<file path="config.mk">
export PLATFORM = sky130hd
export DESIGN_NAME = mul_div_unit
export DESIGN_NICKNAME = d
export VERILOG_FILES = /design/src/rtl/rv32m_pkg.sv /design/src/rtl/mdu_datapath.sv /design/src/rtl/mul_div_unit.sv
export SDC_FILE = /design/constraint.sdc
export NUM_CORES = 1
export LEC_CHECK = 0
export BUFFER_PORTS_ARGS = -buffer_cell sky130_fd_sc_hd__buf_2
export CORE_MARGIN = 4
export CORE_UTILIZATION = 45
export DETAILED_ROUTE_END_ITERATION = 6
export GPL_TIMING_DRIVEN = 1
export PLACE_DENSITY_LB_ADDON = 0.08
export SLEW_MARGIN = 20
export SYNTH_ARGS = -nofsm -noshare
export SYNTH_HDL_FRONTEND = slang
export SYNTH_SLANG_ARGS = --single-unit
</file>
<file path="constraint.sdc">
create_clock -name clk -period 3.9 [get_ports clk]
set_input_delay 1.17 -clock clk [delete_from_list [all_inputs] [get_ports clk]]
set_output_delay 1.17 -clock clk [all_outputs]
set_load 0.02 [all_outputs]
</file>
<file path="src/rtl/rv32m_pkg.sv">
// rv32m_pkg: RV32M funct3 codes and multiply/divide FSM state encoding.
package rv32m_pkg;
  localparam logic [2:0] OP_MUL    = 3'b000;
  localparam logic [2:0] OP_MULH   = 3'b001;
  localparam logic [2:0] OP_MULHSU = 3'b010;
  localparam logic [2:0] OP_MULHU  = 3'b011;
  localparam logic [2:0] OP_DIV    = 3'b100;
  localparam logic [2:0] OP_DIVU   = 3'b101;
  localparam logic [2:0] OP_REM    = 3'b110;
  localparam logic [2:0] OP_REMU   = 3'b111;
  typedef enum logic [1:0] {IDLE, BUSY, FIX, DONE} state_e;
endpackage

</file>
<file path="src/rtl/mdu_datapath.sv">
// mdu_datapath: one shift-add / restoring shift-subtract step on the shared
// 2*XLEN accumulator, plus the final sign correction and result select.
module mdu_datapath
  import rv32m_pkg::*;
#(
  parameter int XLEN = 32
) (
  input  logic [2:0]        op,
  input  logic [2*XLEN-1:0] acc,
  input  logic [XLEN-1:0]   opnd,
  input  logic              neg,
  input  logic              rneg,
  output logic [2*XLEN-1:0] step,
  output logic [XLEN-1:0]   res
);
  logic [XLEN:0]     sum;
  logic [XLEN:0]     trial;
  logic [XLEN:0]     diff;
  logic [2*XLEN-1:0] prod;
  logic [XLEN-1:0]   q;
  logic [XLEN-1:0]   r;
  // multiply: acc = {partial, multiplier}; divide: acc = {remainder, dividend/quotient}
  assign sum   = {1'b0, acc[2*XLEN-1:XLEN]} + (acc[0] ? {1'b0, opnd} : '0);
  assign trial = acc[2*XLEN-1:XLEN-1];
  assign diff  = trial - {1'b0, opnd};
  assign step  = !op[2] ? {sum, acc[XLEN-1:1]}
               : !diff[XLEN] ? {diff[XLEN-1:0], acc[XLEN-2:0], 1'b1}
               : {trial[XLEN-1:0], acc[XLEN-2:0], 1'b0};
  assign prod  = neg ? -acc : acc;
  assign q     = neg ? -acc[XLEN-1:0] : acc[XLEN-1:0];
  assign r     = rneg ? -acc[2*XLEN-1:XLEN] : acc[2*XLEN-1:XLEN];
  assign res   = op[2] ? (op[1] ? r : q)
               : (op == OP_MUL ? prod[XLEN-1:0] : prod[2*XLEN-1:XLEN]);
endmodule

</file>
<file path="src/rtl/mul_div_unit.sv">
// mul_div_unit: iterative RV32M multiply/divide, one result bit per cycle,
// valid/ready on both sides with flush abort.
module mul_div_unit
  import rv32m_pkg::*;
#(
  parameter int XLEN = 32
) (
  input  logic            clk,
  input  logic            rst_n,
  input  logic            in_valid,
  output logic            in_ready,
  input  logic [2:0]      op_code,
  input  logic [XLEN-1:0] input_a,
  input  logic [XLEN-1:0] input_b,
  input  logic            flush,
  output logic            out_valid,
  input  logic            out_ready,
  output logic [XLEN-1:0] out
);
  localparam int CNT_W = $clog2(XLEN) + 1;
  localparam logic [XLEN-1:0] MIN_INT = {1'b1, {(XLEN-1){1'b0}}};
  state_e            state_q, state_d;
  logic [CNT_W-1:0]  cnt_q, cnt_d;
  logic [2*XLEN-1:0] acc_q, acc_d;
  logic [XLEN-1:0]   opnd_q, opnd_d;
  logic [XLEN-1:0]   out_q, out_d;
  logic [2:0]        op_q, op_d;
  logic              neg_q, neg_d, rneg_q, rneg_d;
  logic              a_neg, b_neg, div0, ovf;
  logic [XLEN-1:0]   abs_a, abs_b, spec;
  logic [2*XLEN-1:0] step;
  logic [XLEN-1:0]   res;
  assign a_neg = input_a[XLEN-1] && (op_code == OP_MULH || op_code == OP_MULHSU
                                     || op_code == OP_DIV || op_code == OP_REM);
  assign b_neg = input_b[XLEN-1] && (op_code == OP_MULH || op_code == OP_DIV
                                     || op_code == OP_REM);
  assign abs_a = a_neg ? -input_a : input_a;
  assign abs_b = b_neg ? -input_b : input_b;
  assign div0  = op_code[2] && input_b == '0;
  assign ovf   = (op_code == OP_DIV || op_code == OP_REM) && input_a == MIN_INT && input_b == '1;
  assign spec  = div0 ? (op_code[1] ? input_a : '1) : (op_code[1] ? '0 : MIN_INT);
  mdu_datapath #(.XLEN(XLEN)) u_dp (
    .op(op_q), .acc(acc_q), .opnd(opnd_q), .neg(neg_q), .rneg(rneg_q),
    .step(step), .res(res)
  );
  always_comb begin
    state_d = state_q;
    cnt_d   = cnt_q;
    acc_d   = acc_q;
    opnd_d  = opnd_q;
    out_d   = out_q;
    op_d    = op_q;
    neg_d   = neg_q;
    rneg_d  = rneg_q;
    if (flush) state_d = IDLE;
    else case (state_q)
      IDLE: if (in_valid) begin
        op_d   = op_code;
        opnd_d = abs_b;
        neg_d  = a_neg ^ b_neg;
        rneg_d = a_neg;
        if (div0 || ovf) begin
          out_d   = spec;
          state_d = DONE;
        end else begin
          acc_d   = {{XLEN{1'b0}}, abs_a};
          cnt_d   = CNT_W'(XLEN);
          state_d = BUSY;
        end
      end
      BUSY: begin
        acc_d   = step;
        cnt_d   = cnt_q - CNT_W'(1);
        state_d = cnt_q == CNT_W'(1) ? FIX : BUSY;
      end
      FIX: begin
        out_d   = res;
        state_d = DONE;
      end
      DONE: state_d = out_ready ? IDLE : DONE;
    endcase
  end
  always_ff @(posedge clk or negedge rst_n) begin
    if (!rst_n) begin
      state_q <= IDLE;
      cnt_q   <= '0;
      acc_q   <= '0;
      opnd_q  <= '0;
      out_q   <= '0;
      op_q    <= '0;
      neg_q   <= 1'b0;
      rneg_q  <= 1'b0;
    end else begin
      state_q <= state_d;
      cnt_q   <= cnt_d;
      acc_q   <= acc_d;
      opnd_q  <= opnd_d;
      out_q   <= out_d;
      op_q    <= op_d;
      neg_q   <= neg_d;
      rneg_q  <= rneg_d;
    end
  end
  assign in_ready  = state_q == IDLE;
  assign out_valid = state_q == DONE;
  assign out       = out_q;
endmodule

</file>
==> results.yml <==
sta:
  fin_skew_ps: 13.2
  rsz0062_at_grt: "false"
  worst_slack_ps: 153
  period_share_pct: 96.1
  worstMarginPinSlew_ps: 940
  hold_viol: 0
  final_max_slew_viol_count: 0
  layout_min_cycle_time_ps: 3750
  max-slew-margin-rel_pct: 37.1
  setup_viol: 0
  max_freq_mhz: 267
  worst_hold_slack_ps: 474
floorplan:
  ios: 106
  coreArea_um2: 31900
  dieArea_um2: 35500
  start_util_pct: 46.0
  die_w_um: 189
  die_h_um: 189
  rows: 65
setup_path:
  path_delay_family: "simple AND/OR/NAND/NOR gates"
  crit_path_max_incr_delay_ps: 740
  critPathLaunchType: "flip-flop"
  r2r_start: "acc_q[18]"
  cp.arrival_ps: 4060
  crit_type: "flip-flop to flip-flop"
  reg2reg_to: "out[18]"
  worstRegToRegCells: 9
  crit_required_ps: 4210
  cp-end-kind: "flip-flop"
  crit_chain: "or4_1, nor4b_4, nand4b_1, or2_1, o41ai_2, xor2_1, a21oi_1, nor3_1, o21ai_0"
  path_max_fanout: 8
  critPathBufInv: 0
  r2r_slack_ps: 150
  cpMaxStageDelayCell: "or4_1"
cts:
  clk_pin_slew_ps: 60
  clk_latency_ps: 450
  cts_tree: "done"
  cts_inserted_buffers: 17
  postCtsSetupBuffers: 0
  htree_levels: 4
  cts-root-buf: "clkbuf_16"
  clock_sinks: 141
  cts_max_path_buffers: 2
synthesis:
  synth_seq_area_share_pct: 24.1
  synth_nets: 2114
  synth_top_area_share_pct: 24.1
  ys_top_cells_by_count: "o21ai_0 (248), nand2_1 (236), nor2_1 (187)"
  avgSynthCellArea_um2: 7.45
  synth_edf_count: 0
  postSynthCellCount: 1969
  synth.distinct_cells: 84
  yosysMostFrequentCell: "o21ai_0"
  synth_warnings: 0
  yosys.area.top_type: "dfrtp_1"
  synth_area_leaders: "dfrtp_1 (24%), o21ai_0 (8.5%), ha_1 (6.1%), nand2_1 (6.0%), xor2_1 (5.9%)"
  synth-main-ff-cell: "dfrtp_1"
  ys_ff_latch: 141
  async_flop_share_pct: 100
  synth_area_um2: 14700
placed_design:
  pre_cts_ws_ps: -62.5
  dp_hpwl_um: 43400
  gp_congestion: 0.961
  dp.cells: 2504
  port_buffers: 105
  dpl_cell_area_um2: 16300
route:
  drt_first_pass_iters: 5
  dr_total_vias: 15376
  routed_wl_um: 54600
  drtAntennaViolNets: 0
  via_per_inst: 6.07
  avgRoutedWirePerCell_um: 21.5
  drt_iter0_markers: 1346
  drc: 0
power:
  total_power_mw: 11.9
  p_leak_nw: 7.37
  power.density_nw_per_um2: 709
  ir_drop_uv: 386
cells_and_area:
  layout.cells.non_filler: 2535
  drive_gt1_share_pct: 14.5
  diodes: 0
  syn2layout_area_growth_pct: 14.8
  fillers: 3204
  nets: 2233
  final_cell_area_um2: 16800
run:
  cap_violations: 0
status:
  status: "finished clean"
grt:
  antenna_found_initial: 1
  grt_overflow: 0
  grt_max_degree: 72
  grt_pass1_wl_um: 84600
  grt_pass1_vias: 14818
  grtUsageTotal_pct: 30.2
hold_path:
  min_from: "opnd_q[16]"
  hp-class: "flip-flop to flip-flop"
  min_to: "opnd_q[16]"
  holdPathStages: 2
[flip-flops by register name, indices dropped and copies added (netlist names)]
| signal | count |
|---|---|
| opnd_q | 32 |
| acc_q | 64 |
| state_q | 2 |
| neg_q | 1 |
| out | 32 |
| rneg_q | 1 |
| cnt_q | 6 |
| op_q | 3 |
[per-layer routing]
layer / vias up / GRT usage [%] / part of all wire, %
li1: 7367 / - / -
met1: 7309 / 40.4 / 44
met3: 86 / 4.28 / 6.7
met4: 2 / 10.3 / 3.3
met2: 612 / 50.3 / 46
met5: - / 0 / 0.015
[where the power goes]
group / switching [mW] / internal, mW
registers: 0.789 / 1.92
logic: 4.64 / 3.01
clock network: 0.678 / 0.897
[cell usage in the layout, fill, tap and decap left out, types with 17 or more instances in the layout]
master / netlist / layout
or3_1: 19 / 18
a31oi_1: 35 / 35
buf_2: 19 / 104
nor3_1: 48 / 47
buf_4: 0 / 123
mux2i_1: 40 / 40
o211ai_1: 17 / 17
o21ai_0: 248 / 248
dfrtp_1: 141 / 139
xor2_1: 99 / 99
nand3_1: 30 / 30
clkbuf_16: 0 / 17
a221oi_1: 19 / 19
inv_1: 67 / 67
o31ai_1: 36 / 36
a21o_1: 40 / 40
a22oi_1: 18 / 18
nor4_1: 19 / 18
ha_1: 71 / 71
xnor2_1: 88 / 87
nand4_1: 20 / 20
nor2_1: 187 / 187
nand2b_1: 24 / 24
nand2_1: 236 / 236
a21oi_1: 114 / 114
o21a_1: 21 / 21
[cell type report]
class	count	area (um^2)	share of cell area, %
inverter	68	255	1.52
tap	435	544	3.23
multi-input combinational	1625	10400	61.6
clock buffer	22	464	2.76
clock inverter	9	70.1	0.416
sequential	141	3530	21.0
timing repair buffer	235	1600	9.48
[cells by family after synthesis]
kind of cell	synth area share, %
XOR/XNOR	11.2
AO/OA/AOI/OAI	28.5
buffers and inverters	5.46
adder cells (fa/ha/maj)	6.33
flip-flops	24.1
AND/OR/NAND/NOR	21.5
multiplexers	2.96
[tightest hold or removal path: cells and delay by family (launching register included)]
family / cells / cell delay, ps
flip-flops: 1 / 340
AO/OA/AOI/OAI: 1 / 50
AND/OR/NAND/NOR: 1 / 50
[per-stage QoR]
step	TNS [ps]	utilization [%]
global route	0	52.8
CTS	0	52.8
detailed placement	-326	51.1
finish	0	52.8
floorplan	0	-
global placement	-45.0	51.1
[how the worst max path moves through the flow]
stage	end	from	cells after the start	slack [ps]
4_1_cts	acc_q[63]	acc_q[0]	15	190
6_report	out[18]	acc_q[18]	9	150
5_1_grt	out[24]	acc_q[33]	12	5
2_1_floorplan	out[31]	input_a[15]	10	180
3_3_place_gp	out[9]	input_a[15]	12	-30
3_5_place_dp	out[7]	input_a[15]	11	-60
[what timing repair did]
action                     4_1_cts  5_1_grt
gates resized for setup          0        2
setup endpoints to repair        0        1
hold buffers                     0        0
Power figures use the tool's default switching activity.
